### config.mk
export PLATFORM = sky130hd
export DESIGN_NAME = reg_writeback_queue
export DESIGN_NICKNAME = d
export VERILOG_FILES = /design/src/rtl/reg_writeback_queue.sv
export SDC_FILE = /design/constraint.sdc
export NUM_CORES = 1
export LEC_CHECK = 0
export CORE_MARGIN = 8
export CORE_UTILIZATION = 57
export DETAILED_ROUTE_END_ITERATION = 8
export GPL_TIMING_DRIVEN = 1
export PLACE_DENSITY = 0.91
export REMOVE_ABC_BUFFERS = 1
export SLEW_MARGIN = 10
export SYNTH_ARGS = -nofsm -noshare
export SYNTH_HDL_FRONTEND = slang
export SYNTH_SLANG_ARGS = --single-unit
export TNS_END_PERCENT = 50
### constraint.sdc
create_clock -name clk -period 3.71 [get_ports clk]
set_input_delay 0.371 -clock clk [delete_from_list [all_inputs] [get_ports clk]]
set_output_delay 0.371 -clock clk [all_outputs]
set_load 0.03 [all_outputs]
### src/rtl/reg_writeback_queue.sv
// reg_writeback_queue: in-order register-file writeback FIFO with a registered write stage and
// combinational read-after-write forwarding from pending entries.
module reg_writeback_queue #(
    parameter int DEPTH = 4
) (
    input  logic                          clk,
    input  logic                          rst,
    input  logic                          wb_valid,
    input  logic [2:0]                    wb_addr,
    input  logic [7:0]                    wb_data,
    output logic                          wb_ready,
    input  logic                          rf_hold,
    output logic [2:0]                    rf_write_reg,
    output logic                          rf_write_signal,
    output logic [7:0]                    rf_in_data,
    input  logic [2:0]                    rd_addr_1,
    input  logic [2:0]                    rd_addr_2,
    output logic                          fwd_hit_1,
    output logic                          fwd_hit_2,
    output logic [7:0]                    fwd_data_1,
    output logic [7:0]                    fwd_data_2,
    output logic [$clog2(DEPTH+2)-1:0]    pending,
    output logic                          idle
);
    localparam int PW = $clog2(DEPTH);
    localparam int CW = $clog2(DEPTH + 1);
    localparam int NW = $clog2(DEPTH + 2);

    logic [2:0]    addr_mem_q [DEPTH];
    logic [7:0]    data_mem_q [DEPTH];
    logic [PW-1:0] wr_ptr_q, wr_ptr_d, rd_ptr_q, rd_ptr_d;
    logic [CW-1:0] cnt_q, cnt_d;
    logic          we_q, we_d;
    logic [2:0]    reg_q, reg_d;
    logic [7:0]    dat_q, dat_d;
    logic          push, pop;

    assign wb_ready = cnt_q != CW'(DEPTH);

    // Writes to R0 complete the handshake but are dropped, since R0 is hardwired to zero.
    always_comb begin
        push     = wb_valid && wb_ready && wb_addr != 3'd0;
        pop      = cnt_q != '0 && !rf_hold;
        wr_ptr_d = push ? wr_ptr_q + PW'(1) : wr_ptr_q;
        rd_ptr_d = pop ? rd_ptr_q + PW'(1) : rd_ptr_q;
        cnt_d    = cnt_q + CW'(push) - CW'(pop);
        we_d     = pop;
        reg_d    = pop ? addr_mem_q[rd_ptr_q] : reg_q;
        dat_d    = pop ? data_mem_q[rd_ptr_q] : dat_q;
    end

    always_ff @(posedge clk or posedge rst) begin
        if (rst) begin
            wr_ptr_q <= '0;
            rd_ptr_q <= '0;
            cnt_q    <= '0;
            we_q     <= 1'b0;
            reg_q    <= '0;
            dat_q    <= '0;
        end else begin
            wr_ptr_q <= wr_ptr_d;
            rd_ptr_q <= rd_ptr_d;
            cnt_q    <= cnt_d;
            we_q     <= we_d;
            reg_q    <= reg_d;
            dat_q    <= dat_d;
        end
    end

    // Entry storage needs no reset: validity is governed entirely by cnt_q.
    always_ff @(posedge clk) begin
        if (push) begin
            addr_mem_q[wr_ptr_q] <= wb_addr;
            data_mem_q[wr_ptr_q] <= wb_data;
        end
    end

    // Output stage has lowest priority; scanning oldest to youngest lets the youngest match win.
    function automatic logic [8:0] fwd(input logic [2:0] a);
        logic [8:0] r;
        r = (a != 3'd0 && we_q && reg_q == a) ? {1'b1, dat_q} : 9'd0;
        for (int i = 0; i < DEPTH; i++) begin
            if (a != 3'd0 && i < int'(cnt_q) && addr_mem_q[rd_ptr_q + PW'(i)] == a)
                r = {1'b1, data_mem_q[rd_ptr_q + PW'(i)]};
        end
        return r;
    endfunction

    assign {fwd_hit_1, fwd_data_1} = fwd(rd_addr_1);
    assign {fwd_hit_2, fwd_data_2} = fwd(rd_addr_2);

    assign rf_write_signal = we_q;
    assign rf_write_reg    = reg_q;
    assign rf_in_data      = dat_q;
    assign pending         = NW'(cnt_q) + NW'(we_q);
    assign idle            = cnt_q == '0 && !we_q;
endmodule

==> out/metrics.yaml, run 1 <==
run_status:
  status: "complete, no violations"
floorplanning:
  dieArea_um2: 11600
  io_pins: 56
  die_y_um: 108
  start_util_pct: 58.5
  coreArea_um2: 8180
  chipWidth_um: 108
  num_rows: 33
detailed_routing:
  viasPerCell: 6.76
  ant_nets: 0
  detail_route.drc_violations: 0
  first_pass_iters: 5
  num_vias: 3790
  drt_iter0_drc: 470
  wl_mm: 12.5
  wire_per_inst_um: 22.3
synth:
  synthFlopType: "edfxtp_1"
  synth_area_leaders: "edfxtp_1 28%, mux4_2 18%, dfrtp_1 9.9%"
  synth_fa_ha_area_share_pct: 3.04
  synth.most_common_cell: "edfxtp_1"
  synth_compound_area_share_pct: 13.5
  yosysTopAreaCell: "edfxtp_1"
  syn_area_um2: 4780
  synthArstFlopShare_pct: 30.2
  synth_top_family_by_area: "multiplexers"
  yosysTopAreaCellShare_pct: 27.6
  ys_seq_elements: 63
  synth_xor_area_share_pct: 4.40
  ys_top_cells_by_count: "44 x edfxtp_1, 38 x mux4_2, 35 x nand2_1"
  synth_edf_count: 44
  synthSimpleGateAreaFrac_pct: 10.6
  yosys_warnings: 0
  synthMuxAreaShare_pct: 26.8
  ys_seq_area_share_pct: 37.6
  avgSynthCellArea_um2: 12.1
  synth_cells: 395
  yosysUniqueCellTypes: 54
power:
  peakVddDrop_mv: 0.596
  pwr-share-clk_pct: 11.4
  p_switching_w: 0.00288
  power_switching_share_pct: 47.3
  power_density_nw_per_um2: 1060
  p_leak_nw: 2.09
  p_seq_share_pct: 19.4
  internal_power_w: 0.00321
  p_comb_share_pct: 69.2
worst_setup_path:
  r2r_slack_ps: 1420
  rr_worst_depth: 9
  worstPathArrival_ps: 3260
  worst_setup_path_start_kind: "flip-flop"
  worstPathMaxFanout: 9
  end_kind: "output port"
  cp_data_required_time_ps: 3340
  critPathKind: "flip-flop to output port"
sta:
  rsz0062_at_grt: "false"
  setup_viol_count_final: 0
  fin_worst_skew_ps: 9.67
  hold_violations: 0
  maxSlewViolCount: 0
  finalSetupTns_ps: 0
  worst_slew_pin_slew_ps: 796
  max_freq_mhz: 275
  slew_headroom_pct: 46.9
  period_share_pct: 98.0
  fin_crit_ps: 3630
global_route:
  grt_pass1_wl_mm: 19.6
  antenna_found_initial: 0
  grt_use_total_pct: 21.9
  grt_pass1_vias: 3739
  gr-total-overflow: 0
  grt_max_degree: 35
finish:
  largest_register: "data_mem_q"
  regArea_um2: 1800
  antenna_cells: 0
  final_area_um2: 5740
  drive_gt1_share_pct: 27.9
  multi_input_area_um2: 2830
  syn_to_final_growth_pct: 20.2
  largest_reg_flops: 32
  final_nets: 483
  fillers: 579
clock_network:
  cts_tree: "yes"
  worstSkewPairLatency_ps: 360
  cts-htree-levels: 3
  ctsHoldBuffers: 0
  clock_path_buffers: 2
  clk_pin_slew_ps: 80
  cts_root_buf: "clkbuf_8"
  cts.sinks: 63
  numCtsBuffers: 9
placed_design:
  post-dp-hpwl_mm: 9.13
  placed_area_um2: 5460
  gp_congestion: 0.902
  io_buffers: 55
worst_hold_path:
  hold_path.class: "primary input to asynchronous set/reset pin"
flow_run:
  maxCapViolations: 0
## worst max-delay path, stage by stage, from the launching register on
cell,delay (ps)
dfrtp_2,500
buf_4,210
mux4_2,600
mux2i_1,180
o22ai_1,110
buf_4,170
and2_1,250
a2111oi_2,480
o21ai_1,210
buf_12,190
## per-stage QoR
stage	utilization (%)	total power, W	setup WS, ps	cells	hold slack, ps
finish	70.3	0.00608	75.8	561	457
global route	70.3	0.00637	0.958	561	530
CTS	69.8	0.00599	-39.4	559	484
detailed placement	66.8	0.00527	89.2	543	556
global placement	66.8	0.00514	174	543	548
floorplan	-	0.00386	-793	365	322
## per-layer routing
layer / global-route usage [%] / wire, um / vias up
met5: 0 / 0 / -
met4: 9.12 / 301 / 0
met3: 5.03 / 931 / 30
met2: 35.3 / 6150 / 192
met1: 27.8 / 5110 / 1892
li1: - / - / 1676
## cell type report
class	count	area share (%)
Clock buffer	9	2.16
Clock inverter	7	1.81
Inverter	13	0.849
Multi-Input combinational cell	289	49.3
Sequential cell	63	31.3
Tap cell	105	2.29
Timing Repair Buffer	75	12.3
## timing repair
action	CTS	global route
pin swaps	1	0
resized for setup	5	10
setup endpoints to repair	4	15
setup buffers	0	2
hold endpoints to repair	0	0
## worst paths after layout
check / startpoint / end
hold / removal: rst / rf_in_data[7]$_DFFE_PP0P_
hold reg to reg: rf_in_data[5]$_DFFE_PP0P_ / rf_in_data[5]$_DFFE_PP0P_
min in group clk: rf_in_data[5]$_DFFE_PP0P_ / rf_in_data[5]$_DFFE_PP0P_
max in group asynchronous: rst / rd_ptr_q[1]$_DFFE_PP0P_
setup / recovery: rd_ptr_q[0]$_DFFE_PP0P_ / fwd_data_2[6]
setup reg to reg: cnt_q[0]$_DFF_PP0_ / cnt_q[2]$_DFF_PP0_
## logic make-up (layout without fill, tap and decap cells)
kind of cell               after synthesis  count (layout)
AOI/OAI and AO/OA                       77              77
xor gates and xnor gates                24              24
adders and majority gates               11              11
buffers and inverters                   43             104
DFF                                     63              63
muxes                                   71              71
and+or+nand+nor                        106             106
## power by group through the flow
| stage | Combinational [W] | Clock, W | Sequential (W) |
|---|---|---|---|
| finish | 0.00421 | 0.000695 | 0.00118 |
| global route | 0.00444 | 0.000730 | 0.00121 |
| CTS | 0.00410 | 0.000699 | 0.00119 |
| detailed placement | 0.00407 | 0 | 0.00120 |
| global placement | 0.00397 | 0 | 0.00117 |
| floorplan | 0.00244 | 0 | 0.00141 |
## cell usage in the layout (no fill, tap or decap), types with 6 or more instances in the layout
| cell | count |
|---|---|
| nand2_1 | 35 |
| mux2i_1 | 16 |
| xnor2_1 | 15 |
| clkbuf_8 | 9 |
| dfrtp_1 | 17 |
| a21oi_1 | 12 |
| xor2_1 | 9 |
| a221oi_2 | 8 |
| edfxtp_1 | 44 |
| o21ai_1 | 8 |
| mux2_2 | 12 |
| nor2_1 | 24 |
| nand3_1 | 12 |
| o311ai_0 | 8 |
| a32oi_1 | 8 |
| inv_1 | 13 |
| and2_1 | 6 |
| clkdlybuf4s50_1 | 37 |
| buf_4 | 33 |
| ha_1 | 10 |
| mux4_2 | 38 |
| and3_1 | 10 |
(Power assumes the default switching activity.)
==> run 2, diff against run 1 <==
CORE_UTILIZATION = 59   (was 57)
CTS_BUF_LIST = sky130_fd_sc_hd__clkbuf_4   (was unset)
PLACE_DENSITY = 0.94   (was 0.91)
SLEW_MARGIN = 20   (was 10)
==> out/metrics.yaml, run 2 (synthesized netlist as in run 1, its figures left out) <==
power:
  peakVddDrop_mv: 0.428
  pwr-share-clk_pct: 9.4
  p_leak_nw: 2.07
  p_comb_share_pct: 70.3
  p_switching_w: 0.00284
  power_density_nw_per_um2: 1040
  internal_power_w: 0.00306
  p_seq_share_pct: 20.3
  power_switching_share_pct: 48.1
worst_setup_path:
  worstPathMaxFanout: 8
  cp_slowest_stage_delay_ps: 570
  r2r_slack_ps: 1390
  worst_setup_path_start_kind: "flip-flop"
  end_kind: "output port"
  r2r_start: "cnt_q[1]$_DFF_PP0_"
  cp-startpoint: "rd_ptr_q[0]$_DFFE_PP0P_"
  path_cells: "mux4_2, xor2_1, a311o_1, or3_1, and2_4, a221oi_2, buf_4"
  critPathKind: "flip-flop to output port"
  worstPathArrival_ps: 3210
  cp_data_required_time_ps: 3340
  cp_slowest_cell: "mux4_2"
  endpoint: "fwd_data_1[1]"
  r2r-end: "cnt_q[2]$_DFF_PP0_"
  rr_worst_depth: 9
global_route:
  grt_pass1_vias: 3725
  gr-total-overflow: 0
  grt_pass1_wl_mm: 20.0
  grt_use_total_pct: 22.3
  grt_max_degree: 35
  antenna_found_initial: 0
sta:
  fin_worst_skew_ps: 27.9
  setup_viol_count_final: 0
  worst_slew_pin_slew_ps: 845
  period_share_pct: 96.4
  maxSlewViolCount: 0
  fin_crit_ps: 3580
  holdWs_ps: 415
  finalSetupTns_ps: 0
  rsz0062_at_grt: "true"
  max_freq_mhz: 280
  setup_ws_ps: 133
  hold_violations: 0
  slew_headroom_pct: 43.6
clock_network:
  cts_tree: "yes"
  worstSkewPairLatency_ps: 410
  clock_path_buffers: 2
  numCtsBuffers: 9
  ctsHoldBuffers: 0
  cts-htree-levels: 3
  cts.sinks: 63
  clk_pin_slew_ps: 130
  cts_root_buf: "clkbuf_4"
detailed_routing:
  drt_iter0_drc: 466
  wl_mm: 12.8
  detail_route.drc_violations: 0
  viasPerCell: 6.93
  ant_nets: 0
  wire_per_inst_um: 22.8
  num_vias: 3885
  first_pass_iters: 7
flow_run:
  maxCapViolations: 0
floorplanning:
  io_pins: 56
  num_rows: 33
  dieArea_um2: 11200
  coreArea_um2: 8050
  die_y_um: 106
  start_util_pct: 59.4
  chipWidth_um: 106
placed_design:
  io_buffers: 55
  dp_slack_ps: 240
  post-dp-hpwl_mm: 9.06
  gp_congestion: 0.958
  placed_area_um2: 5390
run_status:
  status: "complete, no violations"
finish:
  final_area_um2: 5660
  final_nets: 483
  largest_reg_flops: 32
  syn_to_final_growth_pct: 18.3
  most-common-layout-cells: "44 x edfxtp_1, 38 x mux4_2, 37 x clkdlybuf4s50_1"
  largest_register: "data_mem_q"
  antenna_cells: 0
  layout.cells.most_common: "edfxtp_1"
  drive_gt1_share_pct: 27.0
worst_hold_path:
  hold_path.class: "primary input to asynchronous set/reset pin"
==> run 2: metrics by stage <==
stage                     total power, W  instances  utilization, %
after detailed placement         0.00515        537            67.0
final                            0.00590        561            70.2
after global placement           0.00502        537            67.0
after global routing             0.00618        561            70.2
after floorplan                  0.00386        365               -
after CTS                        0.00575        555            69.3
==> run 2: worst min-delay path by stage <==
stage,start,end,slack (ps),depth (start not counted)
floorplan,rst,cnt_q[0]$_DFF_PP0_,320,1
global placement,cnt_q[0]$_DFF_PP0_,cnt_q[0]$_DFF_PP0_,550,1
global route,rst,rf_in_data[0]$_DFFE_PP0P_,440,2
finish,rst,rf_in_data[7]$_DFFE_PP0P_,410,2
detailed placement,rf_in_data[1]$_DFFE_PP0P_,rf_in_data[1]$_DFFE_PP0P_,560,1
CTS,rst,rf_in_data[7]$_DFFE_PP0P_,420,2
==> run 2: repair_timing <==
action | 4_1_cts | 5_1_grt
endpoints found under the setup margin | 5 | 17
resized for setup | 1 | 10
pin swaps | 0 | 1
setup buffers | 2 | 6
==> run 2: routing by layer <==
layer / track usage, % / part of all wire, %
met5: 0 / 0
met4: 10.1 / 3.4
met1: 28.9 / 38
met3: 3.93 / 9.6
met2: 35.9 / 49
==> run 2: area by class of cell <==
type,count,area [um2]
Timing Repair Buffer,75,698
Clock inverter,6,85.1
Multi-Input combinational cell,289,2820
Tap cell,105,131
Sequential cell,63,1800
Inverter,13,48.8
Fill cell,527,2400
Clock buffer,10,75.1
==> run 2: power by group through the flow <==
stage          logic [W]  clock network (W)  registers [W]
2_1_floorplan    0.00244                  0        0.00141
3_3_place_gp     0.00381                  0        0.00121
3_5_place_dp     0.00392                  0        0.00123
4_1_cts          0.00398           0.000557        0.00120
5_1_grt          0.00436           0.000595        0.00123
6_report         0.00415           0.000554        0.00120
==> run 2: critical path, delay by kind of cell (launching register included) <==
family | cells | cell delay (ps)
AOI/OAI and AO/OA | 2 | 640
xor gates and xnor gates | 1 | 170
buffers and inverters | 1 | 220
DFF | 1 | 510
muxes | 1 | 570
and+or+nand+nor | 2 | 700
